## src/rtl/mem_bus_ctrl.sv

```systemverilog
// mem_bus_ctrl: data-bus slave between the CPU core and a word-wide synchronous SRAM.
// Checks request alignment, issues one SRAM access with byte enables and a fixed
// number of wait states, and returns right-aligned, zero-extended read data.
module mem_bus_ctrl #(
    parameter int WAIT_STATES = 1,
    parameter int ADDR_W      = 20
) (
    input  logic              clk,
    input  logic              res,
    input  logic [31:0]       db_addr,
    input  logic [1:0]        db_accessType,
    input  logic [1:0]        db_memLen,
    input  logic [31:0]       db_dataOut,
    output logic [31:0]       db_dataIn,
    output logic              db_ready,
    output logic              db_error,
    output logic [ADDR_W-1:0] sram_addr,
    output logic [31:0]       sram_wdata,
    output logic [3:0]        sram_be,
    output logic              sram_ce,
    output logic              sram_we,
    input  logic [31:0]       sram_rdata
);

    localparam logic [1:0] ACC_NONE = 2'd0;
    localparam logic [1:0] ACC_W    = 2'd2;
    localparam logic [1:0] LEN_B    = 2'd0;
    localparam logic [1:0] LEN_H    = 2'd1;
    localparam logic [3:0] WAIT_CNT = 4'(WAIT_STATES);

    typedef enum logic [2:0] {IDLE, ACCESS, WAIT, DONE, ERR} ctrlState_e;

    ctrlState_e  state;
    logic [3:0]  waitCnt;
    logic [1:0]  latOff;
    logic [1:0]  latLen;
    logic        latWrite;

    logic        reqMisaligned;
    logic [3:0]  reqBe;
    logic [31:0] reqWdata;

    // Address bits above the SRAM word address simply alias onto the same words.
    logic unusedAddrBits;
    assign unusedAddrBits = ^db_addr[31:ADDR_W+2];

    // Decode the incoming request: alignment, byte lanes and replicated store data.
    always_comb begin
        reqMisaligned = 1'b0;
        reqBe         = 4'b1111;
        reqWdata      = db_dataOut;
        case (db_memLen)
            LEN_B: begin
                reqBe    = 4'b0001 << db_addr[1:0];
                reqWdata = {4{db_dataOut[7:0]}};
            end
            LEN_H: begin
                reqMisaligned = db_addr[0];
                reqBe         = db_addr[1] ? 4'b1100 : 4'b0011;
                reqWdata      = {2{db_dataOut[15:0]}};
            end
            default: begin
                reqMisaligned = (db_addr[1:0] != 2'b00);
            end
        endcase
    end

    // Pick the addressed lane out of the SRAM word, only while completing a read.
    always_comb begin
        db_dataIn = 32'd0;
        if (state == DONE && !latWrite) begin
            case (latLen)
                LEN_B:   db_dataIn = {24'd0, sram_rdata[{latOff, 3'b000} +: 8]};
                LEN_H:   db_dataIn = {16'd0, sram_rdata[{latOff[1], 4'b0000} +: 16]};
                default: db_dataIn = sram_rdata;
            endcase
        end
    end

    // Access sequencer; DONE and ERR accept a new request so back-to-back requests run without a bubble.
    always_ff @(posedge clk or negedge res) begin
        if (!res) begin
            state      <= IDLE;
            waitCnt    <= 4'd0;
            latOff     <= 2'd0;
            latLen     <= 2'd0;
            latWrite   <= 1'b0;
            db_ready   <= 1'b0;
            db_error   <= 1'b0;
            sram_addr  <= '0;
            sram_wdata <= 32'd0;
            sram_be    <= 4'd0;
            sram_ce    <= 1'b0;
            sram_we    <= 1'b0;
        end else begin
            db_ready <= 1'b0;
            db_error <= 1'b0;
            case (state)
                IDLE, DONE, ERR: begin
                    sram_ce <= 1'b0;
                    sram_we <= 1'b0;
                    if (db_accessType != ACC_NONE) begin
                        latOff   <= db_addr[1:0];
                        latLen   <= db_memLen;
                        latWrite <= (db_accessType == ACC_W);
                        if (reqMisaligned) begin
                            state    <= ERR;
                            db_ready <= 1'b1;
                            db_error <= 1'b1;
                        end else begin
                            state      <= ACCESS;
                            sram_ce    <= 1'b1;
                            sram_we    <= (db_accessType == ACC_W);
                            sram_addr  <= db_addr[ADDR_W+1:2];
                            sram_be    <= reqBe;
                            sram_wdata <= reqWdata;
                        end
                    end else begin
                        state <= IDLE;
                    end
                end
                ACCESS: begin
                    waitCnt <= WAIT_CNT;
                    if (WAIT_CNT != 4'd0) begin
                        state <= WAIT;
                    end else begin
                        state    <= DONE;
                        sram_ce  <= 1'b0;
                        sram_we  <= 1'b0;
                        db_ready <= 1'b1;
                    end
                end
                WAIT: begin
                    waitCnt <= waitCnt - 4'd1;
                    if (waitCnt == 4'd1) begin
                        state    <= DONE;
                        sram_ce  <= 1'b0;
                        sram_we  <= 1'b0;
                        db_ready <= 1'b1;
                    end
                end
                default: begin
                    state <= IDLE;
                end
            endcase
        end
    end

endmodule

```

## config.mk

```make
export PLATFORM = sky130hd
export DESIGN_NAME = mem_bus_ctrl
export DESIGN_NICKNAME = d
export VERILOG_FILES = /design/src/rtl/mem_bus_ctrl.sv
export SDC_FILE = /design/constraint.sdc
export NUM_CORES = 1
export LEC_CHECK = 0
export ABC_CLOCK_PERIOD_IN_PS = 1700
export BUFFER_PORTS_ARGS = -buffer_cell sky130_fd_sc_hd__buf_2
export CAP_MARGIN = 20
export CELL_PAD_IN_SITES_DETAIL_PLACEMENT = 1
export CELL_PAD_IN_SITES_GLOBAL_PLACEMENT = 1
export CORE_MARGIN = 10
export CORE_UTILIZATION = 31
export DETAILED_ROUTE_END_ITERATION = 6
export PLACE_DENSITY = 0.72
export SKIP_LAST_GASP = 1
export SLEW_MARGIN = 20
export SYNTH_ARGS = -nofsm -noshare
export SYNTH_HDL_FRONTEND = slang
export SYNTH_SLANG_ARGS = --single-unit
```

## constraint.sdc

```tcl
create_clock -name clk -period 1.7 [get_ports clk]
set_input_delay 0.17 -clock clk [delete_from_list [all_inputs] [get_ports clk]]
set_output_delay 0.17 -clock clk [all_outputs]
set_load 0.1 [all_outputs]
```

# Word-level counts from Yosys, hierarchy flattened
# Cells that the tools add are included.
op_classes:
  eq_ne: 9
  bitwise: 1
  n_reduce_logical: 13
  n_shift: 3
  add_sub_neg: 1
  muxes: 23
op_table:
  columns: ["operator", "count"]
  rows:
  - ["32-bit one-hot mux with 2 select lines", 2]
  - ["32-bit two-way mux", 1]
  - ["32-bit by 6-bit indexed part select with 16-bit output", 1]
  - ["32-bit by 6-bit indexed part select with 8-bit output", 1]
  - ["4-bit one-hot mux with 2 select lines", 2]
  - ["1-bit two-way mux", 9]
  - ["3-bit two-way mux", 3]
  - ["3-bit one-hot mux with 3 select lines", 1]
  - ["1-bit one-hot mux with 2 select lines", 4]
  - ["2-bit nonzero test", 4]
  - ["3-bit by 2-bit == test with 1-bit output, second input constant", 2]
  - ["2-bit by 1-bit == test with 1-bit output, second input constant", 2]
  - ["4-bit by 1-bit == test with 1-bit output, second input constant", 1]
  - ["2-bit logical NOT", 2]
  - ["4-bit two-way mux", 1]
  - ["2-bit AND reduction", 2]
  - ["1-bit by 2-bit << shifter with 4-bit output, first input constant", 1]
  - ["4-bit by 1-bit subtractor with 4-bit output, second input constant", 1]
  - ["3-bit by 1-bit == test with 1-bit output, second input constant", 1]
  - ["3-bit == test, second input constant", 1]
  - ["3-bit logical NOT", 1]
  - ["3-bit AND reduction", 1]
  - ["3-bit OR reduction", 1]
  - ["2-bit == test, second input constant", 1]
  - ["4 further kinds", 4]
totals:
  reg_bits: 72
  inputBits: 102
  elab_cells: 62

# Longest topological paths before layout
logic_depth:
  ltp_word: 5
  mapped_depth: 7

# Worst setup path before layout
# OpenSTA, ideal clock, no wires.
synth_timing:
  path_kind: "register -> output"
  startpoint: "reg latLen[0]"
  endpoint: "out db_dataIn[4]"
  n_path_buf: 2
  slack_ns: -1.116
  arrival_time_ns: 2.646
  stages_incl_launch_ff: 7
  required_time_ns: 1.530
  path_cell_list: "dfrtp_1 -> clkbuf_1 -> nand2b_1 -> buf_2 -> nor2_1 -> a22oi_1 -> a21oi_1"
synth_via:
  elab_chain_len: 3
synth_rtl:
  columns: ["item", "line", "source"]
  rows:
  - ["from (decl)", "36", "logic [1:0] latLen;"]
  - ["from (signal assigned)", "104", "latLen <= db_memLen;"]
  - ["2-bit by 1-bit == test with 1-bit output or 2-bit logical NOT (tied branches)", "72", "case (latLen)"]
  - ["32-bit one-hot mux with 2 select lines *", "72", null]
  - ["32-bit two-way mux *", "71", "if (state == DONE && !latWrite) begin"]
  - ["to (decl)", "14", "output logic [31:0] db_dataIn,"]
# Every way passes the cells marked *; elsewhere a longest branch is shown, timed or not.

# Worst setup path after layout
layout_timing:
  startpoint: "reg latOff[0]"
  endpoint: "out db_dataIn[7]"
layout_via:
  elab_chain_len: 3
layout_rtl:
  columns: ["item", "line", "source"]
  rows:
  - ["from (decl)", "35", "logic [1:0] latOff;"]
  - ["from (signal assigned)", "103", "latOff <= db_addr[1:0];"]
  - ["32-bit by 6-bit indexed part select with 8-bit output", "73", "LEN_B: db_dataIn = {24'd0, sram_rdata[{latOff, 3'b000} +: 8]};"]
  - ["32-bit one-hot mux with 2 select lines", "72", null]
  - ["32-bit two-way mux", "71", null]
# Every way passes these cells.

==> out/metrics.yaml <==
run_status:
  status: "finished, violations left"
  violations: "negative setup slack"
setup_path:
  r2r_slack_ns: -0.27
  path_class: "flop to primary output"
  start_kind: "flop"
  r2r_end: "sram_addr[9]$_DFFE_PN0P_"
  rr_startpoint: "state[2]$_DFFE_PN0P_"
  crit_fanout: 3
  crit_chain: "nand2b_4 > mux4_2 > mux2i_2 > nor2_4 > buf_12"
  cpPeakStageDelay_ns: 0.51
  crit_slowest_cell: "mux4_2"
  rr_worst_depth: 8
  cp-end-kind: "primary output"
  worstPathArrival_ns: 1.82
  required_ns: 1.53
  worst-path-buf-inv: 1
  crit_family: "multiplexers"
synth:
  synth.most_common_cell: "dfrtp_1"
  synth_top_area_share_pct: 44.1
  synthCells: 381
  yosys_warnings: 0
  ys_ff_latch: 72
  synthArstFlopShare_pct: 100
  synth_ff_type: "dfrtp_1"
  avgSynthCellArea_sq_um: 10.7
  syn_area_sq_mm: 0.00409
  synth-edff-count: 0
  synth_area_leaders: "dfrtp_1 (44%), mux2_4 (13%), mux2i_1 (5.6%)"
  syn-num-nets: 485
  ys_top_cells_by_count: "dfrtp_1 (72), a21oi_1 (38), mux2_4 (36)"
  yosys.area.top_type: "dfrtp_1"
  synthDistinctLibCells: 42
  synth-seq-area-share_pct: 44.1
floorplanning:
  num_rows: 41
  start_util_pct: 32.0
  ios: 194
  die-area_sq_mm: 0.0182
  die_h_um: 135
  core_area_sq_mm: 0.0128
  die_w_um: 135
finish:
  nFillCells: 1380
  stdcell_count: 774
  seqCellArea_sq_mm: 0.00180
  stdcell_area_sq_mm: 0.00675
  nNetsFinal: 702
  diodes: 0
  syn_to_final_growth_pct: 65.1
  drive_gt1_share_pct: 58.6
  multi_input_area_sq_mm: 0.00242
global_routing:
  grt_use_total_pct: 16.9
  grt_max_degree: 39
  grt_pass1_wl_um: 24400
  antenna_found_initial: 1
  grt_pass1_vias: 4387
  grt-ovfl-total: 0
placed_design:
  dp.cells: 741
  gp_congestion: 0.832
  io_buffers: 183
  place_area_sq_mm: 0.00603
  dpl.hpwl_um: 11900
timing:
  setup_viol: 84
  rsz0062_at_grt: "yes"
  worst_pin_slew_ns: 0.521
  slew_viol_final: 0
  slew_headroom_pct: 65.3
  fin_crit_sh_pct: 117
  skew_ns: 0.00707
  timing.fmax_mhz: 502
  hold_viol_final: 0
  final.setup.worst_slack_ns: -0.292
  fin_crit_ns: 1.99
cts:
  cts_tree: "built"
  clk_latency_ns: 0.33
  root_buffer: "clkbuf_16"
  cts.sinks: 72
  cts_buffer_depth: 2
  clkTransAtPathRegs_ns: 0.06
  cts_made_buffers: 9
  cts_max_level: 3
detailed_routing:
  finalWirelength_um: 16200
  drc_errors: 0
  routedWlPerCell_um: 20.9
  drt-pass1-iter-count: 4
  antenna_left: 0
  viasPerCell: 5.02
  num_vias: 3886
  drtIter0Drc: 89
hold_path:
  hold_start: "db_addr[2]"
  hold_path.class: "input pin to flop"
  hold-path-cell-count: 2
  whs_endpoint: "sram_addr[0]$_DFFE_PN0P_"
job:
  maxCapViolations: 0
layer usage:
layer / GRT usage, % / up-vias / part of all wire (%)
met4: 5.02 / 2 / 1.7
met1: 19.4 / 1896 / 41
met2: 27.7 / 171 / 48
li1: - / 1796 / -
met5: 0 / - / 0.080
met3: 7.38 / 21 / 9.4
per-stage QoR:
step | util [%] | setup TNS, ns | hold slack [ns] | worst slack [ns]
2_1_floorplan | - | -5.80 | -0.126 | -0.232
3_3_place_gp | 47.2 | -0.00528 | 0.177 | -0.00528
3_5_place_dp | 47.2 | -0.306 | 0.183 | -0.0478
4_1_cts | 50.6 | -17.56 | 0.0561 | -0.309
5_1_grt | 52.8 | -20.25 | 0.0601 | -0.346
6_report | 52.8 | -14.09 | 0.0650 | -0.292
cells by family after synthesis:
group	count (synthesis)	synth area share, %
compound gates	104	15.3
xor+xnor	2	0.429
fa+ha+maj	2	0.612
buf+inv	38	5.54
flops	72	44.1
mux	68	21.9
simple gates	95	12.2
placed cells by master, fill, tap and decap left out, drive strengths merged, types with 3 or more instances in the layout:
cell / count
buf: 226
and3: 16
a21o: 14
clkbuf: 17
o21ai: 28
nand2: 28
nor2: 24
mux2i: 23
mux2: 43
nand3b: 7
inv: 12
a22oi: 14
nand2b: 3
nor2b: 7
a21oi: 39
or2: 5
dfrtp: 72
worst max path at each step:
stage / startpoint / endpoint / depth (start not counted)
final: latOff[0]$_DFFE_PN0P_ / db_dataIn[7] / 5
after global routing: latOff[0]$_DFFE_PN0P_ / db_dataIn[7] / 5
after CTS: latOff[0]$_DFFE_PN0P_ / db_dataIn[2] / 5
after detailed placement: state[2]$_DFFE_PN0P_ / sram_addr[18]$_DFFE_PN0P_ / 5
after global placement: latLen[1]$_DFFE_PN0P_ / db_dataIn[11] / 5
after floorplan: state[2]$_DFFE_PN0P_ / db_dataIn[10] / 5
area by class of cell:
cell class	instances	area share [%]
multi-input combinational	272	35.9
timing repair buffer	231	28.5
clock inverter	2	0.890
clock buffer	13	4.15
sequential	72	26.7
inverter	12	0.667
tap	172	3.19
state kept, by name, summed over array words and instances, names as in the netlist:
signal      flops
db_ready        1
waitCnt         4
sram_be         4
sram_wdata     32
sram_we         1
db_error        1
latOff          2
latLen          2
state           3
latWrite        1
sram_ce         1
sram_addr      20
repair_timing:
item	4_1_cts	5_1_grt
resized for setup	8	41
hold endpoints to repair	36	0
endpoints found under the setup margin	63	92
pin swaps	9	13
gates cloned	2	4
hold buffers	1	0
buffers inserted	2	10
Power is left out: the tool's default activity adds up to more than one toggle a clock period on the data nets, which glitch-free logic cannot reach.
